===== config.mk =====
export PLATFORM = sky130hd
export DESIGN_NAME = simproc_host_ctrl_flat
export DESIGN_NICKNAME = d
export VERILOG_FILES = /design/src/rtl/simproc_ctrl_pkg.sv /design/src/rtl/simproc_host_ctrl_if.sv /design/src/rtl/simproc_mem_mux.sv /design/src/rtl/simproc_host_ctrl.sv /design/src/flat_wrapper.sv
export SDC_FILE = /design/constraint.sdc
export NUM_CORES = 1
export LEC_CHECK = 0
export ABC_AREA = 1
export ABC_CLOCK_PERIOD_IN_PS = 3980
export CAP_MARGIN = 10
export CORE_MARGIN = 1.5
export CORE_UTILIZATION = 40
export CTS_CLUSTER_DIAMETER = 60
export DETAILED_ROUTE_END_ITERATION = 8
export HOLD_SLACK_MARGIN = 0.05
export PLACE_DENSITY_LB_ADDON = 0.25
export SYNTH_ARGS = -nofsm -noshare
export SYNTH_HDL_FRONTEND = slang
export SYNTH_SLANG_ARGS = --single-unit

===== constraint.sdc =====
create_clock -name clk -period 3.98 [get_ports clk]
set_clock_uncertainty 0.15 [all_clocks]
set_input_delay 0.796 -clock clk [delete_from_list [all_inputs] [get_ports clk]]
set_output_delay 0.796 -clock clk [all_outputs]
set_load 0.05 [all_outputs]

===== src/rtl/simproc_ctrl_pkg.sv =====
// Shared types for the simproc host run controller.
// Op codes and response status codes are also used by host drivers and the bench.
package simproc_ctrl_pkg;

  typedef enum logic [2:0] {
    OP_WRITE = 3'd0,
    OP_READ  = 3'd1,
    OP_SETPC = 3'd2,
    OP_RUN   = 3'd3,
    OP_STEP  = 3'd4,
    OP_STOP  = 3'd5
  } op_e;

  typedef enum logic [1:0] {
    ST_OK      = 2'd0,
    ST_HALT    = 2'd1,
    ST_TIMEOUT = 2'd2,
    ST_ILLEGAL = 2'd3
  } status_e;

  typedef enum logic [2:0] {
    S_IDLE    = 3'd0,
    S_HOST_WR = 3'd1,
    S_HOST_RD = 3'd2,
    S_RUNNING = 3'd3,
    S_DRAIN   = 3'd4,
    S_RESP    = 3'd5
  } state_e;

endpackage


===== src/rtl/simproc_host_ctrl_if.sv =====
// Host command / response bundle for simproc_host_ctrl.
//   cmd_valid/cmd_ready handshake with cmd_op, cmd_addr, cmd_data.
//   rsp_valid one-cycle pulse with rsp_status, rsp_data.
// master = host side, slave = controller side.
interface simproc_host_ctrl_if;
  logic       cmd_valid;
  logic       cmd_ready;
  logic [2:0] cmd_op;
  logic [7:0] cmd_addr;
  logic [7:0] cmd_data;
  logic       rsp_valid;
  logic [1:0] rsp_status;
  logic [7:0] rsp_data;

  modport master (
    output cmd_valid, cmd_op, cmd_addr, cmd_data,
    input  cmd_ready, rsp_valid, rsp_status, rsp_data
  );

  modport slave (
    input  cmd_valid, cmd_op, cmd_addr, cmd_data,
    output cmd_ready, rsp_valid, rsp_status, rsp_data
  );
endinterface


===== src/rtl/simproc_mem_mux.sv =====
// Memory ownership select for the single-port 256x8 memory.
//   core_own      : 1 = core drives memory, 0 = host drives memory
//   host_*        : registered host-side address / data / write enable
//   proc_*        : core-side address / data / write enable
//   mem_*         : to memory
// The core write enable only reaches memory while the core owns it.
module simproc_mem_mux (
  input  logic       core_own,
  input  logic [7:0] host_addr,
  input  logic [7:0] host_din,
  input  logic       host_we,
  input  logic [7:0] proc_addr,
  input  logic [7:0] proc_din,
  input  logic       proc_we,
  output logic [7:0] mem_addr,
  output logic [7:0] mem_din,
  output logic       mem_we
);

  always_comb begin
    if (core_own) begin
      mem_addr = proc_addr;
      mem_din  = proc_din;
      mem_we   = proc_we;
    end else begin
      mem_addr = host_addr;
      mem_din  = host_din;
      mem_we   = host_we;
    end
  end

endmodule


===== src/rtl/simproc_host_ctrl.sv =====
// Host-side run controller for simproc.
//   clk, rst           : clock, synchronous active-high reset
//   host (slave)       : one-at-a-time command in, one response pulse per command
//   proc_mem_*         : core memory port (write gated unless core owns memory)
//   mem_*              : single-port 256x8 memory, mem_dout combinational
//   pc_set_val/_wr     : PC load to the core
//   run, halt, done    : core run enable, halt and instruction-complete
module simproc_host_ctrl
  import simproc_ctrl_pkg::*;
#(
  parameter int               CYC_W      = 16,
  parameter logic [CYC_W-1:0] MAX_CYCLES = 16'hFFFF,
  parameter int               DRAIN_MAX  = 16
) (
  input  logic                clk,
  input  logic                rst,
  simproc_host_ctrl_if.slave  host,
  input  logic [7:0]          proc_mem_addr,
  input  logic [7:0]          proc_mem_din,
  input  logic                proc_mem_we,
  output logic [7:0]          proc_mem_dout,
  output logic [7:0]          mem_addr,
  output logic [7:0]          mem_din,
  output logic                mem_we,
  input  logic [7:0]          mem_dout,
  output logic [7:0]          pc_set_val,
  output logic                pc_set_wr,
  output logic                run,
  input  logic                halt,
  input  logic                done
);

  localparam int               DRN_W    = $clog2(DRAIN_MAX + 1);
  localparam logic [CYC_W-1:0] CYC_LAST = MAX_CYCLES - 1'b1;
  localparam logic [DRN_W-1:0] DRN_LAST = DRN_W'(DRAIN_MAX - 1);

  function automatic logic [7:0] sat_inc8(input logic [7:0] v);
    return (v == 8'hFF) ? v : v + 8'd1;
  endfunction

  state_e           state_q, state_d;
  status_e          status_q, status_d;
  status_e          rsp_status_q, rsp_status_d;
  logic             run_q, run_d;
  logic             step_mode_q, step_mode_d;
  logic [7:0]       step_tgt_q, step_tgt_d;
  logic [7:0]       retired_q, retired_d;
  logic [CYC_W-1:0] cyc_q, cyc_d;
  logic [DRN_W-1:0] drain_q, drain_d;
  logic             rsp_valid_q, rsp_valid_d;
  logic [7:0]       rsp_data_q, rsp_data_d;
  logic [7:0]       pc_set_val_q, pc_set_val_d;
  logic             pc_set_wr_q, pc_set_wr_d;
  logic [7:0]       host_addr_q, host_addr_d;
  logic [7:0]       host_din_q, host_din_d;
  logic             host_we_q, host_we_d;

  logic       cmd_ready;
  logic       accept;
  logic [7:0] retired_inc;
  logic       core_own;

  // STOP is the only command that can interrupt a run
  assign cmd_ready   = (state_q == S_IDLE) ||
                       ((state_q == S_RUNNING) && (host.cmd_op == OP_STOP));
  assign accept      = host.cmd_valid && cmd_ready;
  assign retired_inc = done ? sat_inc8(retired_q) : retired_q;
  assign core_own    = (state_q == S_RUNNING) || (state_q == S_DRAIN);

  always_comb begin
    state_d      = state_q;
    status_d     = status_q;
    rsp_status_d = rsp_status_q;
    run_d        = run_q;
    step_mode_d  = step_mode_q;
    step_tgt_d   = step_tgt_q;
    retired_d    = retired_q;
    cyc_d        = cyc_q;
    drain_d      = drain_q;
    rsp_valid_d  = 1'b0;
    rsp_data_d   = rsp_data_q;
    pc_set_val_d = pc_set_val_q;
    pc_set_wr_d  = 1'b0;
    host_addr_d  = host_addr_q;
    host_din_d   = host_din_q;
    host_we_d    = 1'b0;

    case (state_q)
      S_IDLE: begin
        if (accept) begin
          // default single-cycle reply; overridden for READ and real runs
          rsp_valid_d  = 1'b1;
          rsp_status_d = ST_OK;
          rsp_data_d   = 8'd0;
          case (host.cmd_op)
            OP_WRITE: begin
              host_addr_d = host.cmd_addr;
              host_din_d  = host.cmd_data;
              host_we_d   = 1'b1;
              state_d     = S_HOST_WR;
            end
            OP_READ: begin
              rsp_valid_d = 1'b0;
              host_addr_d = host.cmd_addr;
              state_d     = S_HOST_RD;
            end
            OP_SETPC: begin
              pc_set_val_d = host.cmd_data;
              pc_set_wr_d  = 1'b1;
            end
            OP_RUN, OP_STEP: begin
              // a zero-length step answers at once and never raises run
              if (!((host.cmd_op == OP_STEP) && (host.cmd_data == 8'd0))) begin
                rsp_valid_d = 1'b0;
                run_d       = 1'b1;
                step_mode_d = (host.cmd_op == OP_STEP);
                step_tgt_d  = host.cmd_data;
                retired_d   = 8'd0;
                cyc_d       = '0;
                drain_d     = '0;
                status_d    = ST_OK;
                state_d     = S_RUNNING;
              end
            end
            OP_STOP: ;
            default: rsp_status_d = ST_ILLEGAL;
          endcase
        end
      end

      S_HOST_WR: state_d = S_IDLE;

      S_HOST_RD: begin
        rsp_valid_d  = 1'b1;
        rsp_status_d = ST_OK;
        rsp_data_d   = mem_dout;
        state_d      = S_IDLE;
      end

      S_RUNNING: begin
        retired_d = retired_inc;
        cyc_d     = cyc_q + 1'b1;
        if (halt || (step_mode_q && done && (retired_inc == step_tgt_q))) begin
          run_d        = 1'b0;
          rsp_valid_d  = 1'b1;
          rsp_status_d = halt ? ST_HALT : ST_OK;
          rsp_data_d   = retired_inc;
          state_d      = S_RESP;
        end else if (accept) begin
          status_d = ST_OK;
          drain_d  = '0;
          state_d  = S_DRAIN;
        end else if (cyc_q == CYC_LAST) begin
          status_d = ST_TIMEOUT;
          drain_d  = '0;
          state_d  = S_DRAIN;
        end
      end

      S_DRAIN: begin
        retired_d = retired_inc;
        drain_d   = drain_q + 1'b1;
        if (halt || done || (drain_q == DRN_LAST)) begin
          run_d        = 1'b0;
          rsp_valid_d  = 1'b1;
          rsp_data_d   = retired_inc;
          state_d      = S_RESP;
          if (halt)
            rsp_status_d = ST_HALT;
          else if (done)
            rsp_status_d = status_q;
          else
            rsp_status_d = ST_TIMEOUT;
        end
      end

      S_RESP: state_d = S_IDLE;

      default: begin
        run_d   = 1'b0;
        state_d = S_IDLE;
      end
    endcase
  end

  always_ff @(posedge clk) begin
    if (rst) begin
      state_q      <= S_IDLE;
      status_q     <= ST_OK;
      rsp_status_q <= ST_OK;
      run_q        <= 1'b0;
      step_mode_q  <= 1'b0;
      step_tgt_q   <= 8'd0;
      retired_q    <= 8'd0;
      cyc_q        <= '0;
      drain_q      <= '0;
      rsp_valid_q  <= 1'b0;
      rsp_data_q   <= 8'd0;
      pc_set_val_q <= 8'd0;
      pc_set_wr_q  <= 1'b0;
      host_addr_q  <= 8'd0;
      host_din_q   <= 8'd0;
      host_we_q    <= 1'b0;
    end else begin
      state_q      <= state_d;
      status_q     <= status_d;
      rsp_status_q <= rsp_status_d;
      run_q        <= run_d;
      step_mode_q  <= step_mode_d;
      step_tgt_q   <= step_tgt_d;
      retired_q    <= retired_d;
      cyc_q        <= cyc_d;
      drain_q      <= drain_d;
      rsp_valid_q  <= rsp_valid_d;
      rsp_data_q   <= rsp_data_d;
      pc_set_val_q <= pc_set_val_d;
      pc_set_wr_q  <= pc_set_wr_d;
      host_addr_q  <= host_addr_d;
      host_din_q   <= host_din_d;
      host_we_q    <= host_we_d;
    end
  end

  simproc_mem_mux u_mem_mux (
    .core_own  (core_own),
    .host_addr (host_addr_q),
    .host_din  (host_din_q),
    .host_we   (host_we_q),
    .proc_addr (proc_mem_addr),
    .proc_din  (proc_mem_din),
    .proc_we   (proc_mem_we),
    .mem_addr  (mem_addr),
    .mem_din   (mem_din),
    .mem_we    (mem_we)
  );

  assign host.cmd_ready  = cmd_ready;
  assign host.rsp_valid  = rsp_valid_q;
  assign host.rsp_status = rsp_status_q;
  assign host.rsp_data   = rsp_data_q;
  assign proc_mem_dout   = mem_dout;
  assign pc_set_val      = pc_set_val_q;
  assign pc_set_wr       = pc_set_wr_q;
  assign run             = run_q;

endmodule


===== src/flat_wrapper.sv =====
// flat-port wrapper written by rule: the top's interface ports become plain ports
module simproc_host_ctrl_flat import simproc_ctrl_pkg::*;
#(
  parameter int               CYC_W      = 16,
  parameter logic [CYC_W-1:0] MAX_CYCLES = 16'hFFFF,
  parameter int               DRAIN_MAX  = 16
)
  (clk, rst, proc_mem_addr, proc_mem_din, proc_mem_we, proc_mem_dout, mem_addr, mem_din, mem_we, mem_dout, pc_set_val, pc_set_wr, run, halt, done, host_cmd_valid, host_cmd_op, host_cmd_addr, host_cmd_data, host_cmd_ready, host_rsp_valid, host_rsp_status, host_rsp_data);
  simproc_host_ctrl_if host_i ();
  input  logic clk;
  input  logic rst;
  input  logic [7:0] proc_mem_addr;
  input  logic [7:0] proc_mem_din;
  input  logic proc_mem_we;
  output logic [7:0] proc_mem_dout;
  output logic [7:0] mem_addr;
  output logic [7:0] mem_din;
  output logic mem_we;
  input  logic [7:0] mem_dout;
  output logic [7:0] pc_set_val;
  output logic pc_set_wr;
  output logic run;
  input  logic halt;
  input  logic done;
  input wire logic [$bits(host_i.cmd_valid)-1:0] host_cmd_valid;
  input wire logic [$bits(host_i.cmd_op)-1:0] host_cmd_op;
  input wire logic [$bits(host_i.cmd_addr)-1:0] host_cmd_addr;
  input wire logic [$bits(host_i.cmd_data)-1:0] host_cmd_data;
  output wire logic [$bits(host_i.cmd_ready)-1:0] host_cmd_ready;
  output wire logic [$bits(host_i.rsp_valid)-1:0] host_rsp_valid;
  output wire logic [$bits(host_i.rsp_status)-1:0] host_rsp_status;
  output wire logic [$bits(host_i.rsp_data)-1:0] host_rsp_data;
  assign host_i.cmd_valid = host_cmd_valid;
  assign host_i.cmd_op = host_cmd_op;
  assign host_i.cmd_addr = host_cmd_addr;
  assign host_i.cmd_data = host_cmd_data;
  assign host_cmd_ready = host_i.cmd_ready;
  assign host_rsp_valid = host_i.rsp_valid;
  assign host_rsp_status = host_i.rsp_status;
  assign host_rsp_data = host_i.rsp_data;
  simproc_host_ctrl #(.CYC_W(CYC_W), .MAX_CYCLES(MAX_CYCLES), .DRAIN_MAX(DRAIN_MAX)) u_core (.clk(clk), .rst(rst), .host(host_i), .proc_mem_addr(proc_mem_addr), .proc_mem_din(proc_mem_din), .proc_mem_we(proc_mem_we), .proc_mem_dout(proc_mem_dout), .mem_addr(mem_addr), .mem_din(mem_din), .mem_we(mem_we), .mem_dout(mem_dout), .pc_set_val(pc_set_val), .pc_set_wr(pc_set_wr), .run(run), .halt(halt), .done(done));
endmodule

==> impl_summary.log <==
INFO  metric status = completed
INFO  metric critical_path.max_stage_delay = about 0.85 ns
INFO  metric cts.clk_slew.worst_paths = 0.08 ns
INFO  metric synth.ff_latch_count = 80
INFO  metric max_slew.worst_pin.slew = 0.8057 ns
INFO  metric critical_path.cell_chain = clkdlybuf4s50_1, nand3_1, o21ai_1, clkdlybuf4s50_1
INFO  metric grt_setup_unrepaired = no
INFO  metric cp_data_required_time = 3.03 ns
INFO  metric largest_net_degree_at_the_start_of_global_routing = 48
INFO  metric synth_top_flop_cell = sky130_fd_sc_hd__dfxtp_1
INFO  metric insertion_delay = approximately 0.37 ns
INFO  metric syn-num-nets = 731
INFO  metric ys_types = 34
INFO  metric num_antenna_cells = 0
INFO  metric layout_common_cells = sky130_fd_sc_hd__nand2_1 (194), sky130_fd_sc_hd__nor2_1 (93), sky130_fd_sc_hd__inv_1 (86)
INFO  metric ios = 96
INFO  metric drt_first_pass_iters = 5
INFO  metric ctsLongestPathBuffers = 2
INFO  metric place.detailed.hpwl = 8.303 mm
INFO  metric grt_first_pass_wirelength = 18.78 mm
INFO  metric track_usage = 0.2027
INFO  metric floorplan.die_area = 11370 um2
INFO  metric routabilityCongestion = 0.8477
INFO  metric power_density = 620.4 nW/um2
INFO  metric cts_sinks = 80
INFO  metric timing.critical_path.max_delay_family = buffers and inverters
INFO  metric path_common_cell = sky130_fd_sc_hd__clkdlybuf4s50_1
INFO  metric route.vias.total = 4411
INFO  metric die_width = 106.6 um
INFO  metric achievable_clock_frequency = 283.8 MHz
INFO  metric wirelength = 11.05 mm
INFO  metric postSynth.asyncResetShare = 0
INFO  metric ctsRootBufferMaster = sky130_fd_sc_hd__clkbuf_8
INFO  metric report.final.slew_viol_count = 0
INFO  metric postCtsHoldBufs = 0
INFO  metric crit_path_end_kind = primary output
INFO  metric vdd_ir_drop_max = between 0.0003 and 0.0004 V
INFO  metric layout_min_cycle_time = ~3.5 ns
INFO  metric worstHoldPathType = flip-flop to flip-flop
INFO  metric most_common_cell_after_layout_fill_and_taps_aside = sky130_fd_sc_hd__nand2_1
INFO  metric design_power_total = between 0.003 and 0.004 W
INFO  metric maxCapViolations = 0
INFO  metric antenna_found_initial = 0
INFO  metric maxSlewHeadroom = 0.4609
INFO  metric grt_remaining_overflow = 0
INFO  metric synth_edf_count = 0
INFO  metric layout.nets = 815
INFO  metric wl_per_cell = between 10 and 15 um
INFO  metric timing.final.hold_violations = 0
INFO  metric mappedNetlistArea = 4295 um2
INFO  metric placementRows = 37
INFO  metric final_total_negative_setup_slack = 0 ns
INFO  metric synth_seq_area_share = 0.3729
INFO  metric mapped_avg_cell_area = 6.345 um2
INFO  metric critPathLaunchType = input port
INFO  metric synthCells = 677
INFO  metric final-setup-viol-count = 0
INFO  metric core_area = 10370 um2
INFO  metric worstSetupPathType = input port to primary output
INFO  metric numCtsBuffers = 9
INFO  metric total_buffers_and_inverters_traversed_by_the_critical_path = 2
INFO  metric start_util = 0.4142
INFO  metric relative_area_change_from_synthesis_to_final_layout = 27.67%
INFO  metric cts-resized-gates = 0
INFO  metric cpMaxStageDelayCell = sky130_fd_sc_hd__clkdlybuf4s50_1
INFO  metric detail_route.drc_violations = 0
INFO  metric portBuffers = 95
INFO  metric fp.dieH = 106.6 um
INFO  metric ys_warn_count = 0
INFO  metric cts_tree = done
INFO  metric post_drt_via_cell_ratio = approximately 4.9
INFO  metric crit_arrival = 2.58 ns
INFO  metric drtAntennaViolNets = 0
INFO  metric number_of_global_route_vias_before_repair = 4140
INFO  metric path_max_fanout = 5
INFO  metric post-cts-setup-buffer-count = 0
INFO  metric timing.final.crit_share = 0.8852
INFO  metric leakage_power = between 2 and 2.5 nW
INFO  metric drive_gt1_frac = 0.08616
INFO  metric htree_num_levels = 3
INFO  metric first_iter_violations = 193
==> layer usage <==
layer / vias up / track usage / routed length, um
met3: 20 / 0.03891 / 683
met2: 146 / 0.3338 / 4947
li1: 2284 / - / -
met4: 0 / 0.09048 / 252
met5: - / 0 / 0
met1: 1961 / 0.2574 / 5164
==> final cells by class <==
type / count / area (um2)
fillers: 1023 / 4886
multi-input cells: 479 / 2210
flip-flops and latches: 80 / 1602
repair buffers: 99 / 938.4
inverters: 92 / 345.3
well taps: 136 / 170.2
clock buffers: 9 / 123.9
clock inverters: 7 / 95.09
==> cells in the mapped netlist, drive strengths merged (2+ instances only) <==
master	n	area, um2
nand3b	3	22.52
or2	6	37.54
ha	5	62.56
nand4	13	81.33
nand3	41	222.7
o21ai	47	246.5
a21oi	40	200.2
buf	13	90.08
nand2	198	758.2
inv	91	341.6
a31oi	2	12.51
clkbuf	13	48.80
nor2	104	442.9
nor4	3	18.77
dfxtp	80	1602
nor3	12	65.06
==> power by group <==
part | switching, W | leakage (nW) | internal [W] | total (W)
sequential | 0.0000687 | 0.650 | 0.000921 | 0.000990
combinational | 0.00120 | 1.67 | 0.000541 | 0.00174
clock | 0.000317 | 0.110 | 0.000354 | 0.000672
total | 0.00159 | 2.43 | 0.00182 | 0.00340
==> stage by stage <==
stage          hold WS, ns  utilization  cells  worst slack (ns)  cell area, um2
2_1_floorplan       0.2718            -    677             1.200            4295
3_3_place_gp        0.2835       0.5077    886            0.4552            5265
3_5_place_dp        0.2956       0.5077    886            0.4449            5265
4_1_cts             0.3089       0.5288    902            0.4433            5484
5_1_grt             0.3358       0.5288    902            0.3782            5484
6_report            0.3088       0.5288    902            0.4569            5484
==> final timing paths <==
kind	cells past startpoint	end	slack, ns	start
worst min-delay path	2	u_core.step_mode_q$_SDFFE_PP0P_	0.31	u_core.step_mode_q$_SDFFE_PP0P_
worst max-delay path	4	host_cmd_ready	0.46	host_cmd_op[0]
worst min register to register	2	u_core.step_mode_q$_SDFFE_PP0P_	0.31	u_core.step_mode_q$_SDFFE_PP0P_
worst max register to register	13	u_core.state_q[0]$_SDFFE_PP0P_	1.34	u_core.drain_q[0]$_SDFFE_PP0P_
==> kinds of logic after synthesis <==
| group | Yosys count | share of synthesized area |
|---|---|---|
| buf+inv | 118 | 0.1127 |
| fa+ha+maj | 5 | 0.01456 |
| simple gates | 381 | 0.3857 |
| xor+xnor | 1 | 0.002039 |
| compound gates | 92 | 0.1121 |
| flops | 80 | 0.3729 |
==> state kept, by name (all words and copies together), names as in the netlist <==
| register | count |
|---|---|
| u_core.cyc_q | 16 |
| u_core.drain_q | 5 |
| u_core.host.rsp_data | 8 |
| u_core.host.rsp_status | 2 |
| u_core.host.rsp_valid | 1 |
| u_core.host_addr_q | 8 |
| u_core.host_din_q | 8 |
| u_core.host_we_q | 1 |
| u_core.pc_set_val | 8 |
| u_core.pc_set_wr | 1 |
| u_core.retired_q | 8 |
| u_core.run | 1 |
| u_core.state_q | 3 |
| u_core.status_q | 1 |
| u_core.step_mode_q | 1 |
| u_core.step_tgt_q | 8 |
==> tightest hold or removal path, stage by stage, from the launching register on <==
cell	delay [ns]
sky130_fd_sc_hd__dfxtp_1	0.32
sky130_fd_sc_hd__inv_1	0.05
sky130_fd_sc_hd__a21oi_1	0.05
Note: power is estimated with default switching activity, not from simulation.
